$ cat config.mk
export PLATFORM = sky130hd
export DESIGN_NAME = vector_store_unit
export DESIGN_NICKNAME = d
export VERILOG_FILES = /design/src/rtl/vector_store_unit.sv
export SDC_FILE = /design/constraint.sdc
export NUM_CORES = 1
export LEC_CHECK = 0
export BUFFER_PORTS_ARGS = -buffer_cell sky130_fd_sc_hd__clkbuf_2
export CAP_MARGIN = 0
export CORE_UTILIZATION = 45
export CTS_BUF_LIST = sky130_fd_sc_hd__clkbuf_8
export DETAILED_ROUTE_END_ITERATION = 12
export PLACE_DENSITY = 0.81
export SLEW_MARGIN = 20
export SYNTH_ARGS = -nofsm -noshare
export SYNTH_HDL_FRONTEND = slang
export SYNTH_SLANG_ARGS = --single-unit
$ cat constraint.sdc
create_clock -name clk -period 2.6 [get_ports clk]
set_clock_uncertainty 0.05 [all_clocks]
set_input_delay 0.65 -clock clk [delete_from_list [all_inputs] [get_ports clk]]
set_output_delay 0.65 -clock clk [all_outputs]
set_load 0.05 [all_outputs]
$ cat src/rtl/vector_store_unit.sv
// vector_store_unit
// Snapshots the four lanes of the output vector register plus a base address
// on start, then writes the lanes to data memory one word per accepted cycle
// at consecutive strided addresses, honouring the memory ready handshake.
//
// Ports:
//   clk, rst_n              clock, asynchronous active-low reset
//   start                   request a 4-lane store (sampled only in IDLE)
//   base_addr               address of lane 0, captured with start
//   data1..data4            lanes 0..3, captured with start
//   mem_ready               memory accepts the current write this cycle
//   mem_we/mem_addr/mem_wdata  write request, address, data
//   busy                    high while writing and during the done cycle
//   done                    single-cycle completion pulse
module vector_store_unit #(
   parameter int unsigned DATA_W    = 32,
   parameter int unsigned ADDR_W    = 32,
   parameter int unsigned ADDR_STEP = 4
) (
   input  logic              clk,
   input  logic              rst_n,
   input  logic              start,
   input  logic [ADDR_W-1:0] base_addr,
   input  logic [DATA_W-1:0] data1,
   input  logic [DATA_W-1:0] data2,
   input  logic [DATA_W-1:0] data3,
   input  logic [DATA_W-1:0] data4,
   input  logic              mem_ready,
   output logic              mem_we,
   output logic [ADDR_W-1:0] mem_addr,
   output logic [DATA_W-1:0] mem_wdata,
   output logic              busy,
   output logic              done
);

   localparam int unsigned NUM_LANES = 4;
   localparam int unsigned IDX_W     = 2;

   typedef enum logic [1:0] {
      IDLE  = 2'd0,
      WRITE = 2'd1,
      DONE  = 2'd2
   } state_t;

   state_t             state_q, state_d;
   logic [IDX_W-1:0]   idx_q, idx_d;
   logic [ADDR_W-1:0]  addr_q, addr_d;
   logic [DATA_W-1:0]  lane_q [NUM_LANES];
   logic               capture;

   // State, index, address and lane snapshot registers
   always_ff @(posedge clk or negedge rst_n) begin
      if (!rst_n) begin
         state_q <= IDLE;
         idx_q   <= '0;
         addr_q  <= '0;
         for (int i = 0; i < NUM_LANES; i++) lane_q[i] <= '0;
      end else begin
         state_q <= state_d;
         idx_q   <= idx_d;
         addr_q  <= addr_d;
         if (capture) begin
            lane_q[0] <= data1;
            lane_q[1] <= data2;
            lane_q[2] <= data3;
            lane_q[3] <= data4;
         end
      end
   end

   // Next-state and output decode; write outputs are zero outside WRITE
   always_comb begin
      state_d   = state_q;
      idx_d     = idx_q;
      addr_d    = addr_q;
      capture   = 1'b0;
      mem_we    = 1'b0;
      mem_addr  = '0;
      mem_wdata = '0;
      busy      = 1'b0;
      done      = 1'b0;

      case (state_q)
         IDLE: begin
            if (start) begin
               capture = 1'b1;
               addr_d  = base_addr;
               idx_d   = '0;
               state_d = WRITE;
            end
         end
         WRITE: begin
            mem_we    = 1'b1;
            mem_addr  = addr_q;
            mem_wdata = lane_q[idx_q];
            busy      = 1'b1;
            if (mem_ready) begin
               if (idx_q == IDX_W'(NUM_LANES - 1)) begin
                  state_d = DONE;
               end else begin
                  idx_d  = idx_q + IDX_W'(1);
                  // Wraps silently modulo 2^ADDR_W
                  addr_d = addr_q + ADDR_W'(ADDR_STEP);
               end
            end
         end
         DONE: begin
            busy    = 1'b1;
            done    = 1'b1;
            state_d = IDLE;
         end
         default: begin
            state_d = IDLE;
         end
      endcase
   end

endmodule

# ---- After elaboration in Yosys (flattened, before gate mapping)
# Index checks and enable logic that the tools add are counted.
dict set report word_totals {
  register_bits 164
  out_inout_bits 67
  wordCells 45
}
dict set report classes {
  n_addsub 2
  n_lt_le_gt_ge 1
  eq_ne 7
  n_mux 22
  bitwise_logic 1
  n_reduce_logical 5
}
# op count
set ops {}
lappend ops {{$mux 32} 7}
lappend ops {{$bmux 32 s2} 1}
lappend ops {{$pmux 32 s2} 1}
lappend ops {{$add 32x3->32 const B} 1}
lappend ops {{$mux 2} 6}
lappend ops {{$ne 2x2->1 const B} 4}
lappend ops {{$pmux 2 s2} 2}
lappend ops {{$mux 1} 5}
lappend ops {{$eq 2x2->1 const B} 2}
lappend ops {{$reduce_and 4->1} 1}
lappend ops {{$ge 3x3->1 const B} 1}
lappend ops {{$not 2->3} 1}
lappend ops {{$reduce_and 3->1} 1}
lappend ops {{$add 2x1->2 const B} 1}
lappend ops {{$eq 2x1->1 const B} 1}
lappend ops {{$logic_not 2->1} 1}
lappend ops {{$reduce_bool 2->1} 1}
lappend ops {{$reduce_or 2->1} 1}

# ---- Depth between registers and ports, before layout
# Gate-level depths: netlist of run 1.
dict set report depth {
  depth_word 5
  depth_mapped 9
  ltp_nobuf 7
}

# ---- Least setup slack after synthesis of run 1
# OpenSTA, ideal clock, no wires.
dict set report synth_timing {
  path_type {register to output}
  start {reg state_q[1]}
  end {out mem_wdata[21]}
  arrival_ps 2407
  slack_ps -507
  path_stages_with_launch 8
  cell_sequence {dfrtp_1 > inv_1 > ha_1 > buf_2 > clkbuf_1 > clkbuf_1 > clkbuf_1 > and2_1}
}
dict set report synth_via {
  elab_chain_cells 2
}
# element line_no
set synth_rtl {}
lappend synth_rtl {{from (decl)} 45} ;# state_t state_q, state_d;
lappend synth_rtl {{from (signal assigned)} 59} ;# state_q <= state_d;
lappend synth_rtl {{$eq 2x1->1} 83} ;# case (state_q)
lappend synth_rtl {{$mux 32} 83}
lappend synth_rtl {{to (decl)} 31} ;# output logic [DATA_W-1:0] mem_wdata,
# No other way between the ends.

# ---- Worst setup path after layout of run 1
dict set report layout_timing {
  start {reg idx_q[0]}
  end {out mem_wdata[11]}
}
dict set report layout_via {
  elab_chain_cells 5
}
# element line_no
set layout_rtl {}
lappend layout_rtl {{from (decl)} 46} ;# logic [IDX_W-1:0] idx_q, idx_d;
lappend layout_rtl {{from (signal assigned)} 60} ;# idx_q <= idx_d;
lappend layout_rtl {{$not 2->3 (implied by the code)} 95} ;# mem_wdata = lane_q[idx_q];
lappend layout_rtl {{$bmux 32 s2} 95}
lappend layout_rtl {{$mux 32 (implied by the code) (2 in a row)} 95}
lappend layout_rtl {{$mux 32} 83}
# No other way between the ends. The select of a mux whose other input is x is not followed.

==> qor.csv, run 1 <==
stage,metric,value,unit
run_status,status,finished with violations,
run_status,violations,negative setup slack,
global_routing,grt_first_pass_wirelength,35.31,mm
clock_tree,worstSkewPairLatency,0.45,ns
critical_path,worstPathRequired,1.90,ns
die,fp.coreArea,17960,µm²
pwr,power_density,1424,nW/µm²
sta,setup_viol,28,
clock_tree,clk_path_buf_depth,2,
route,wire_per_inst,20.13,µm
sta,postLayoutSetupSlackWorst,-0.1334,ns
place,gp_congestion,0.8698,
route,initialDrtViolationCount,321,
die,initial_core_util,0.4581,
logic_synthesis,synth-seq-cells,164,
logic_synthesis,syn-num-nets,829,
cells_and_area,antenna_cells,0,
global_routing,grt-ovfl-total,0,
flow_run,maxCapViolations,0,
die,io_pins,231,
cells_and_area,final_cell_area,11190,µm²
die,die_w,137.2,µm
route,via_per_inst,5.614,
sta,tightest_slew,0.6252,ns
clock_tree,cts_buffers,17,
logic_synthesis,synthDistinctLibCells,54,
logic_synthesis,synth_area,8229,µm²
sta,slew_headroom,0.5817,
route,wirelength,22.97,mm
cells_and_area,multi_input_area,3991,µm²
sta,rsz0062_at_grt,yes,
global_routing,antenna_found_initial,0,
logic_synthesis,avgSynthCellArea,12.49,µm²
cells_and_area,drive_above_1_share,0.5636,
critical_path,cp_max_fo,8,
clock_tree,cts_hold_buf,0,
global_routing,grt_max_degree,50,
clock_tree,cts_tree,built,
place,dpl_cell_area,10020,µm²
sta,drv_slew,0,
pwr,p_leak,5.012,nW
sta,fmax,365.8,MHz
logic_synthesis,ys.flop_type,dfrtp_1,
die,num_rows,49,
sta,period_needed,2.733,ns
place,dp_hpwl,15.02,mm
pwr,finalPower,15.93,mW
clock_tree,cts-root-buf,clkbuf_8,
critical_path,critPathLaunchType,flip-flop,
logic_synthesis,syn_inst,659,
sta,hold_viol,0,
clock_tree,clock_sinks,164,
route,dr.pass1.iters,5,
cells_and_area,seq_area,4106,µm²
pwr,peakVddDrop,0.9561,mV
place,port_buffers,230,
cells_and_area,num-fill-cells,1311,
sta,post-route-period-util,1.051,
route,drc,0,
global_routing,grt_use_total,0.2513,
global_routing,grt_pass1_vias,6633,
logic_synthesis,synth_edf_count,0,
critical_path,path_class,flip-flop to output port,
route,vias,6406,
cells_and_area,final_util,0.6230,
logic_synthesis,yosysWarnings,0,
critical_path,end_kind,output port,
logic_synthesis,synth-seq-area-share,0.4987,
clock_tree,cts.reportedPaths.clkPinSlew,0.10,ns
route,antenna_left,0,
critical_path,arrival,2.03,ns
cells_and_area,nNetsFinal,1069,
cells_and_area,syn_to_final_growth,35.99,%
die,die_y,137.2,µm
die,die_area,18830,µm²
clock_tree,htreeDepth,4,
logic_synthesis,async_reset_ff_frac,1.000,
hold_path,min_path_type,input pin to asynchronous set/reset pin,
-- logic make-up after synthesis --
family	count (synthesis)	synth area share
DFF	164	0.4987
muxes	164	0.2678
adders and majority gates	6	0.009122
AOI/OAI and AO/OA	97	0.07511
buffers and inverters	55	0.02980
and+or+nand+nor	173	0.1195
-- synthesized netlist by cell type, types with 2 or more instances --
cell,number,area [µm²]
a21oi_1,37,185.2
a22o_1,3,26.28
a2bb2oi_1,7,61.31
a31oi_1,3,18.77
and2_1,56,350.3
and3_1,4,25.02
buf_1,5,18.77
buf_2,6,30.03
buf_6,3,33.78
clkbuf_1,26,97.59
dfrtp_1,164,4104
ha_1,6,75.07
inv_1,13,48.80
mux2_2,129,1453
mux2i_1,3,30.03
mux4_2,32,720.7
nand2_1,33,123.9
nand2b_1,7,43.79
nand3_1,14,70.07
nand3_2,3,30.03
nand4_1,11,68.82
nor2_1,17,63.81
nor2b_1,3,18.77
nor3_1,6,30.03
nor3b_1,2,15.01
nor4_1,5,31.28
o21a_1,2,15.01
o21ai_0,18,90.09
o22a_1,3,26.28
o22ai_1,10,62.56
o2bb2ai_1,3,26.28
or3_1,3,18.77
-- stage by stage --
step / setup WS (ns) / TNS [ns] / std cells / hold WS (ns)
detailed placement: 0.1878 / 0 / 1096 / 0.4229
floorplan: 0.02660 / 0 / 659 / 0.3044
CTS: -0.1504 / -3.105 / 1136 / 0.03651
global route: -0.2101 / -4.481 / 1141 / 0.04560
global placement: 0.2140 / 0 / 1096 / 0.4031
finish: -0.1334 / -2.003 / 1141 / 0.04139
-- path summary, 6_finish.rpt --
kind	slack [ns]	to	depth (start not counted)	from
hold reg to reg	0.44	addr_q[1]	2	addr_q[1]
hold / removal	0.04	lane_q[6]	1	rst_n
setup / recovery	-0.13	mem_wdata[11]	5	idx_q[0]
min in group clk	0.36	lane_q[7]	2	data4[7]
setup reg to reg	0.29	addr_q[28]	9	idx_q[0]
max in group asynchronous	1.76	lane_q[26]	2	rst_n
-- flip-flops by register name, summed over array words and instances (netlist names) --
signal and count:
lane_q 128, addr_q 32, idx_q 2, state_q 2
-- layout by cell type (no fill, tap or decap), types with 14 or more instances in the layout --
cell type | netlist | layout
clkbuf_2 | 0 | 166
buf_4 | 1 | 19
o21ai_0 | 18 | 18
nand2_1 | 33 | 32
a21oi_1 | 37 | 36
mux4_2 | 32 | 32
dfrtp_1 | 164 | 162
and2_4 | 0 | 34
nor2_1 | 17 | 17
buf_8 | 0 | 24
buf_12 | 0 | 26
clkbuf_8 | 0 | 23
mux2_2 | 129 | 129
nand3_1 | 14 | 14
and2_1 | 56 | 20
-- layer usage --
metal / up-vias / share of wire / global-route usage
met5: - / 0 / 0
met4: 0 / 0.030 / 0.1129
met3: 46 / 0.078 / 0.08094
met2: 272 / 0.51 / 0.4116
met1: 3189 / 0.38 / 0.3023
li1: 2899 / - / -
-- cell type report --
class                   count  share of cell area
well taps                 229             0.02560
clock inverters            13             0.01487
flip-flops and latches    164              0.3670
clock buffers              19             0.02337
multi-input cells         440              0.3567
repair buffers            263              0.2082
inverters                  13            0.004360
-- critical path, stage by stage (launching register included) --
cell,delay [ns]
dfrtp_2,0.40
buf_12,0.14
buf_12,0.15
mux4_2,0.54
and2_4,0.17
clkbuf_16,0.16
-- timing repair --
| action | 4_1_cts | 5_1_grt |
|---|---|---|
| setup endpoints to repair | 63 | 53 |
| gates cloned | 2 | 2 |
| pin swaps | 5 | 23 |
| gates resized for setup | 107 | 62 |
| buffers inserted | 6 | 3 |
-- where the power goes --
group          total (mW)  switching [mW]  internal (mW)  leakage (nW)
sequential           4.84           0.985           3.86          1.91
clock                1.99            1.05          0.939         0.210
combinational        9.10            4.51           4.58          2.89
(Power assumes the default switching activity.)
==> inputs of run 2 (changes only) <==
--- a/config.mk
+++ b/config.mk
@@ -7,10 +7,13 @@
 export LEC_CHECK = 0
 export BUFFER_PORTS_ARGS = -buffer_cell sky130_fd_sc_hd__clkbuf_2
 export CAP_MARGIN = 0
-export CORE_UTILIZATION = 45
+export CELL_PAD_IN_SITES_DETAIL_PLACEMENT = 0
+export CELL_PAD_IN_SITES_GLOBAL_PLACEMENT = 1
+export CORE_UTILIZATION = 43
 export CTS_BUF_LIST = sky130_fd_sc_hd__clkbuf_8
 export DETAILED_ROUTE_END_ITERATION = 12
-export PLACE_DENSITY = 0.81
+export PLACE_DENSITY = 0.94
+export RECOVER_POWER = 100
 export SLEW_MARGIN = 20
 export SYNTH_ARGS = -nofsm -noshare
 export SYNTH_HDL_FRONTEND = slang
==> qor.csv, run 2 (synthesized netlist as in run 1, its figures left out) <==
stage,metric,value,unit,change
run_status,status,finished with violations,,unchanged
run_status,violations,negative setup slack,,unchanged
sta,period_needed,2.697,ns,was 2.733 ns
pwr,power_density,1404,nW/µm²,was 1424 nW/µm²
cells_and_area,mostFrequentLayoutCells,"clkbuf_2, dfrtp_1, mux2_2",,unchanged
cells_and_area,largest_reg_flops,128,,unchanged
clock_tree,cts.reportedPaths.clkPinSlew,0.11,ns,was 0.10 ns
sta,tightest_slew,1.368,ns,was 0.6252 ns
route,dr.pass1.iters,4,,was 5
route,initialDrtViolationCount,252,,was 321
critical_path,reg2reg_depth,9,,unchanged
clock_tree,htreeDepth,4,,unchanged
route,wire_per_inst,19.34,µm,was 20.13 µm
sta,post-route-period-util,1.037,,was 1.051
cells_and_area,nNetsFinal,1072,,"was 1,069"
die,initial_core_util,0.4399,,was 0.4581
cells_and_area,syn_to_final_growth,32.89,%,was 35.99%
critical_path,end_kind,output port,,unchanged
place,gp_congestion,0.8966,,was 0.8698
clock_tree,clk_path_buf_depth,2,,unchanged
global_routing,grt_use_total,0.2362,,was 0.2513
route,wirelength,22.21,mm,was 22.97 mm
sta,setup_viol,33,,was 28
pwr,peakVddDrop,0.7115,mV,was 0.9561 mV
critical_path,critPathLaunchType,flip-flop,,unchanged
route,antenna_left,0,,unchanged
route,drc,0,,unchanged
cells_and_area,reg.largest.list,"lane_q (128), addr_q (32)",,unchanged
global_routing,antenna_found_initial,0,,unchanged
route,via_per_inst,5.490,,was 5.614
cells_and_area,final_util,0.5846,,was 0.6230
die,num_rows,50,,was 49
cells_and_area,final_common_cell,clkbuf_2,,unchanged
cells_and_area,seq_area,4106,µm²,unchanged
sta,slew_headroom,0.08794,,was 0.5817
place,dp_hpwl,15.18,mm,was 15.02 mm
clock_tree,cts-root-buf,clkbuf_8,,unchanged
global_routing,grt_first_pass_wirelength,35.75,mm,was 35.31 mm
die,die_area,19700,µm²,"was 18,830 µm²"
clock_tree,worstSkewPairLatency,0.45,ns,about the same
place,port_buffers,230,,unchanged
cells_and_area,num-fill-cells,1512,,"was 1,311"
sta,fmax,370.7,MHz,was 365.8 MHz
critical_path,arrival,2.00,ns,was 2.03 ns
cells_and_area,fin_cells,1148,,"was 1,141"
cells_and_area,multi_input_area,3961,µm²,was 3991 µm²
critical_path,crit_path_start,idx_q[0],,unchanged
sta,rsz0062_at_grt,yes,,unchanged
place,dp_cells,1103,,"was 1,096"
global_routing,grt_max_degree,54,,was 50
global_routing,grt-ovfl-total,0,,unchanged
flow_run,maxCapViolations,0,,unchanged
sta,hold_viol,0,,unchanged
critical_path,cp_max_fo,7,,was 8
critical_path,r2r-start,idx_q[0],,unchanged
cells_and_area,drive_above_1_share,0.5438,,was 0.5636
hold_path,min_path_type,input pin to flip-flop,,was input pin to asynchronous set/reset pin
pwr,p_leak,4.895,nW,was 5.012 nW
critical_path,reg2reg_slack,-0.01,ns,was 0.29 ns
critical_path,reg2reg_to,addr_q[2],,was addr_q[28]
sta,postLayoutSetupSlackWorst,-0.09736,ns,was -0.1334 ns
die,io_pins,231,,unchanged
clock_tree,cts_tree,built,,unchanged
critical_path,path_class,flip-flop to output port,,unchanged
clock_tree,cts_buffers,17,,unchanged
clock_tree,clock_sinks,164,,unchanged
die,fp.coreArea,18710,µm²,"was 17,960 µm²"
sta,drv_slew,0,,unchanged
cells_and_area,antenna_cells,0,,unchanged
die,die_y,140.3,µm,was 137.2 µm
critical_path,crit_path_end,mem_wdata[23],,was mem_wdata[11]
route,vias,6302,,"was 6,406"
die,die_w,140.3,µm,was 137.2 µm
cells_and_area,top_register,lane_q,,unchanged
global_routing,grt_pass1_vias,6579,,"was 6,633"
critical_path,worstPathRequired,1.90,ns,about the same
-- run 2: cell count changes in the layout (fill, tap and decap cells not counted), moves of 3 or more --
cell / before / now
and2_1: 20 / 27
and2_4: 34 / 28
buf_12: 26 / 20
buf_4: 19 / 10
buf_6: 8 / 2
buf_8: 24 / 12
clkbuf_1: 0 / 7
clkbuf_2: 166 / 183
clkbuf_4: 5 / 11
clkbuf_8: 23 / 26
inv_8: 2 / 5
-- run 2: per-layer routing --
layer	vias to the layer above	track usage	share of wire	wire (µm)
li1	2899	-	-	-
met1	3102	0.2989	0.41	9111
met2	263	0.3811	0.48	10760
met3	38	0.07385	0.081	1808
met4	0	0.08676	0.024	529
met5	-	0	0	0
-- run 2: final cells by class --
cell class | count | area share
clock buffer | 17 | 0.02140
clock inverter | 14 | 0.01465
inverter | 13 | 0.004462
multi-input combinational | 440 | 0.3622
sequential | 164 | 0.3755
tap | 234 | 0.02677
timing repair buffer | 266 | 0.1950
-- run 2: worst max-delay path, cell delays in order (launching register included) --
cell and delay (ns):
dfrtp_2 0.43, buf_12 0.13, buf_16 0.15, mux4_2 0.54, and2_4 0.17, buf_12 0.14
-- run 2: where the power goes --
part / leakage, nW / switching [mW] / internal, mW
sequential: 1.91 / 0.940 / 3.85
combinational: 2.79 / 4.43 / 4.26
clock: 0.192 / 1.08 / 0.802
total: 4.89 / 6.44 / 8.91
-- run 2: worst min-delay path by stage --
stage / startpoint / to / slack (ns) / cells past startpoint
final: data4[7] / lane_q[7] / 0.37 / 2
after global routing: data4[7] / lane_q[7] / 0.33 / 2
after CTS: rst_n / addr_q[25] / 0.1 / 1
after detailed placement: addr_q[0] / addr_q[0] / 0.43 / 2
after global placement: addr_q[1] / addr_q[1] / 0.41 / 2
after floorplan: rst_n / addr_q[0] / 0.30 / 0
-- run 2: metrics by stage --
stage	total power [mW]	hold WS, ns	TNS [ns]	setup WS (ns)	instance area (µm²)
finish	15.35	0.3686	-2.132	-0.09736	10940
global route	16.21	0.3267	-7.332	-0.1931	10940
CTS	15.31	0.09934	-3.565	-0.1417	10980
detailed placement	12.48	0.4336	0	0.3124	10010
global placement	12.27	0.4080	0	0.3442	10010
floorplan	10.28	0.3044	0	0.02660	8269
-- run 2: timing repair --
action	CTS	global route
hold buffers	0	0
endpoints found under the setup margin	62	59
hold endpoints to repair	0	0
setup buffers	8	4
gates resized for setup	90	26
pin swaps	13	0
cloned	3	0
==> inputs of run 3 (changes only) <==
--- a/config.mk
+++ b/config.mk
@@ -9,10 +9,10 @@
 export CAP_MARGIN = 0
 export CELL_PAD_IN_SITES_DETAIL_PLACEMENT = 0
 export CELL_PAD_IN_SITES_GLOBAL_PLACEMENT = 1
-export CORE_UTILIZATION = 43
+export CORE_UTILIZATION = 25
 export CTS_BUF_LIST = sky130_fd_sc_hd__clkbuf_8
 export DETAILED_ROUTE_END_ITERATION = 12
-export PLACE_DENSITY = 0.94
+export PLACE_DENSITY = 0.64
 export RECOVER_POWER = 100
 export SLEW_MARGIN = 20
 export SYNTH_ARGS = -nofsm -noshare
==> qor.csv, run 3 (synthesized netlist as in run 1, its figures left out) <==
stage,metric,value,unit,change
run_status,status,finished with violations,,unchanged
sta,postLayoutSetupSlackWorst,-0.1003,ns,was -0.09736 ns
critical_path,path_class,flip-flop to output port,,unchanged
clock_tree,cts_tree,built,,unchanged
critical_path,arrival,2.00,ns,about the same
sta,post-route-period-util,1.039,,was 1.037
route,wirelength,23.89,mm,was 22.21 mm
die,io_pins,231,,unchanged
critical_path,reg2reg_to,lane_q[21],,was addr_q[2]
die,num_rows,66,,was 50
pwr,power_frac_comb,0.573,,was 0.565
pwr,p_leak,5.010,nW,was 4.895 nW
hold_path,hold_end,lane_q[29],,was lane_q[7]
cells_and_area,drive_above_1_share,0.5551,,was 0.5438
critical_path,worstPathRequired,1.90,ns,about the same
cells_and_area,final_cell_area,11440,µm²,"was 10,940 µm²"
hold_path,hp-start,data4[29],,was data4[7]
place,port_buffers,230,,unchanged
die,die_y,183.4,µm,was 140.3 µm
route,via_per_inst,4.536,,was 5.490
route,dr.pass1.iters,6,,was 4
cells_and_area,reg.largest.list,"lane_q (128), addr_q (32)",,unchanged
pwr,clock_power_share,0.129,,was 0.122
global_routing,grt_max_degree,54,,unchanged
clock_tree,clk_path_buf_depth,2,,unchanged
cells_and_area,mostFrequentLayoutCells,"clkbuf_2, dfrtp_1, mux2_2",,unchanged
pwr,finalPower,15.86,mW,was 15.35 mW
run_status,violations,negative setup slack,,unchanged
die,fp.coreArea,32450,µm²,"was 18,710 µm²"
sta,tightest_slew,1.083,ns,was 1.368 ns
clock_tree,cts-root-buf,clkbuf_8,,unchanged
global_routing,antenna_found_initial,2,,was 0
place,dp_hpwl,16.40,mm,was 15.18 mm
place,dp_slack,0.3063,ns,was 0.3124 ns
global_routing,grt_use_total,0.1491,,was 0.2362
pwr,seq_power_share,0.298,,was 0.312
pwr,cell_internal_pwr,9.441,mW,was 8.912 mW
route,initialDrtViolationCount,263,,was 252
pwr,peakVddDrop,0.6920,mV,was 0.7115 mV
route,wire_per_inst,17.56,µm,was 19.34 µm
place,dpl_cell_area,10310,µm²,"was 10,010 µm²"
critical_path,reg2reg_depth,5,,was 9
global_routing,grt_pass1_vias,6716,,"was 6,579"
clock_tree,cts.reportedPaths.clkPinSlew,0.10,ns,was 0.11 ns
sta,holdWs,0.3402,ns,was 0.3686 ns
cells_and_area,largest_reg_flops,128,,unchanged
critical_path,cp_max_fo,5,,was 7
flow_run,maxCapViolations,0,,unchanged
sta,setup_viol,39,,was 33
pwr,switching_power,6.417,mW,was 6.443 mW
global_routing,grt_first_pass_wirelength,38.09,mm,was 35.75 mm
clock_tree,cts_buffers,17,,unchanged
clock_tree,htreeDepth,4,,unchanged
place,gp_congestion,0.8675,,was 0.8966
pwr,swShare,0.4047,,was 0.4196
sta,slew_headroom,0.2782,,was 0.08794
die,die_area,33650,µm²,"was 19,700 µm²"
route,vias,6169,,"was 6,302"
cells_and_area,final_util,0.3526,,was 0.5846
cells_and_area,final_common_cell,clkbuf_2,,unchanged
cells_and_area,num-fill-cells,3227,,"was 1,512"
pwr,power_density,1386,nW/µm²,was 1404 nW/µm²
sta,fin_setup_tns,-2.367,ns,was -2.132 ns
place,dp_cells,1311,,"was 1,103"
clock_tree,worstSkewPairLatency,0.48,ns,was 0.45 ns
sta,drv_slew,0,,unchanged
hold_path,min_path_type,input pin to flip-flop,,unchanged
cells_and_area,syn_to_final_growth,39.06,%,was 32.89%
die,die_w,183.4,µm,was 140.3 µm
critical_path,critPathLaunchType,flip-flop,,unchanged
route,drc,0,,unchanged
sta,hold_viol,0,,unchanged
cells_and_area,top_register,lane_q,,unchanged
sta,period_needed,2.700,ns,was 2.697 ns
clock_tree,clock_sinks,164,,unchanged
die,initial_core_util,0.2536,,was 0.4399
critical_path,reg2reg_slack,0.11,ns,was -0.01 ns
sta,fmax,370.3,MHz,was 370.7 MHz
route,antenna_left,0,,unchanged
critical_path,end_kind,output port,,unchanged
global_routing,grt-ovfl-total,0,,unchanged
critical_path,r2r-start,state_q[0],,was idx_q[0]
sta,rsz0062_at_grt,yes,,unchanged
cells_and_area,nNetsFinal,1074,,"was 1,072"
cells_and_area,fin_cells,1360,,"was 1,148"
hold_path,whs_path_depth,2,,unchanged
## run 3: worst max path at each step
stage,startpoint,to,depth (start not counted)
finish,idx_q[0],mem_wdata[0],5
CTS,idx_q[0],mem_wdata[26],5
global placement,idx_q[0],mem_wdata[17],4
detailed placement,state_q[1],mem_addr[20],5
floorplan,state_q[1],mem_addr[0],6
global route,idx_q[0],mem_wdata[2],5
## run 3: power by group through the flow
| stage | Sequential [mW] | Clock [mW] | Combinational (mW) |
|---|---|---|---|
| 4_1_cts | 4.73 | 2.13 | 9.13 |
| 3_5_place_dp | 4.78 | 0 | 7.81 |
| 2_1_floorplan | 4.44 | 0 | 5.84 |
| 6_report | 4.73 | 2.04 | 9.08 |
| 3_3_place_gp | 4.77 | 0 | 7.74 |
| 5_1_grt | 4.92 | 2.23 | 9.69 |
## run 3: final cells by class
type / instances / area [µm²] / area share
diodes: 1 / 2.502 / 0.0002187
clock buffers: 20 / 275.3 / 0.02405
clock inverters: 12 / 153.9 / 0.01345
inverters: 13 / 48.80 / 0.004264
multi-input cells: 440 / 3974 / 0.3473
flip-flops and latches: 164 / 4106 / 0.3588
well taps: 442 / 553.0 / 0.04833
repair buffers: 268 / 2330 / 0.2036
## run 3: per-layer routing
metal	wire, µm	global-route usage	part of all wire	vias up
met2	11430	0.2374	0.48	203
li1	-	-	-	2897
met5	13	0	0.00054	-
met3	1973	0.05606	0.083	18
met4	254	0.04233	0.011	2
met1	10220	0.1880	0.43	3049
## run 3: repair_timing
| action | 4_1_cts | 5_1_grt |
|---|---|---|
| endpoints found under the setup margin | 62 | 55 |
| endpoints found under the hold margin | 1 | 0 |
| buffers inserted | 9 | 0 |
| gates resized for setup | 118 | 41 |
| hold buffers | 1 | 0 |
| pin swaps | 9 | 0 |
| gates cloned | 5 | 1 |
## run 3: worst max-delay path, stage by stage, from the launching register on
cell	delay (ns)
dfrtp_2	0.40
buf_6	0.14
buf_16	0.14
mux4_2	0.50
and2_4	0.18
clkbuf_16	0.16
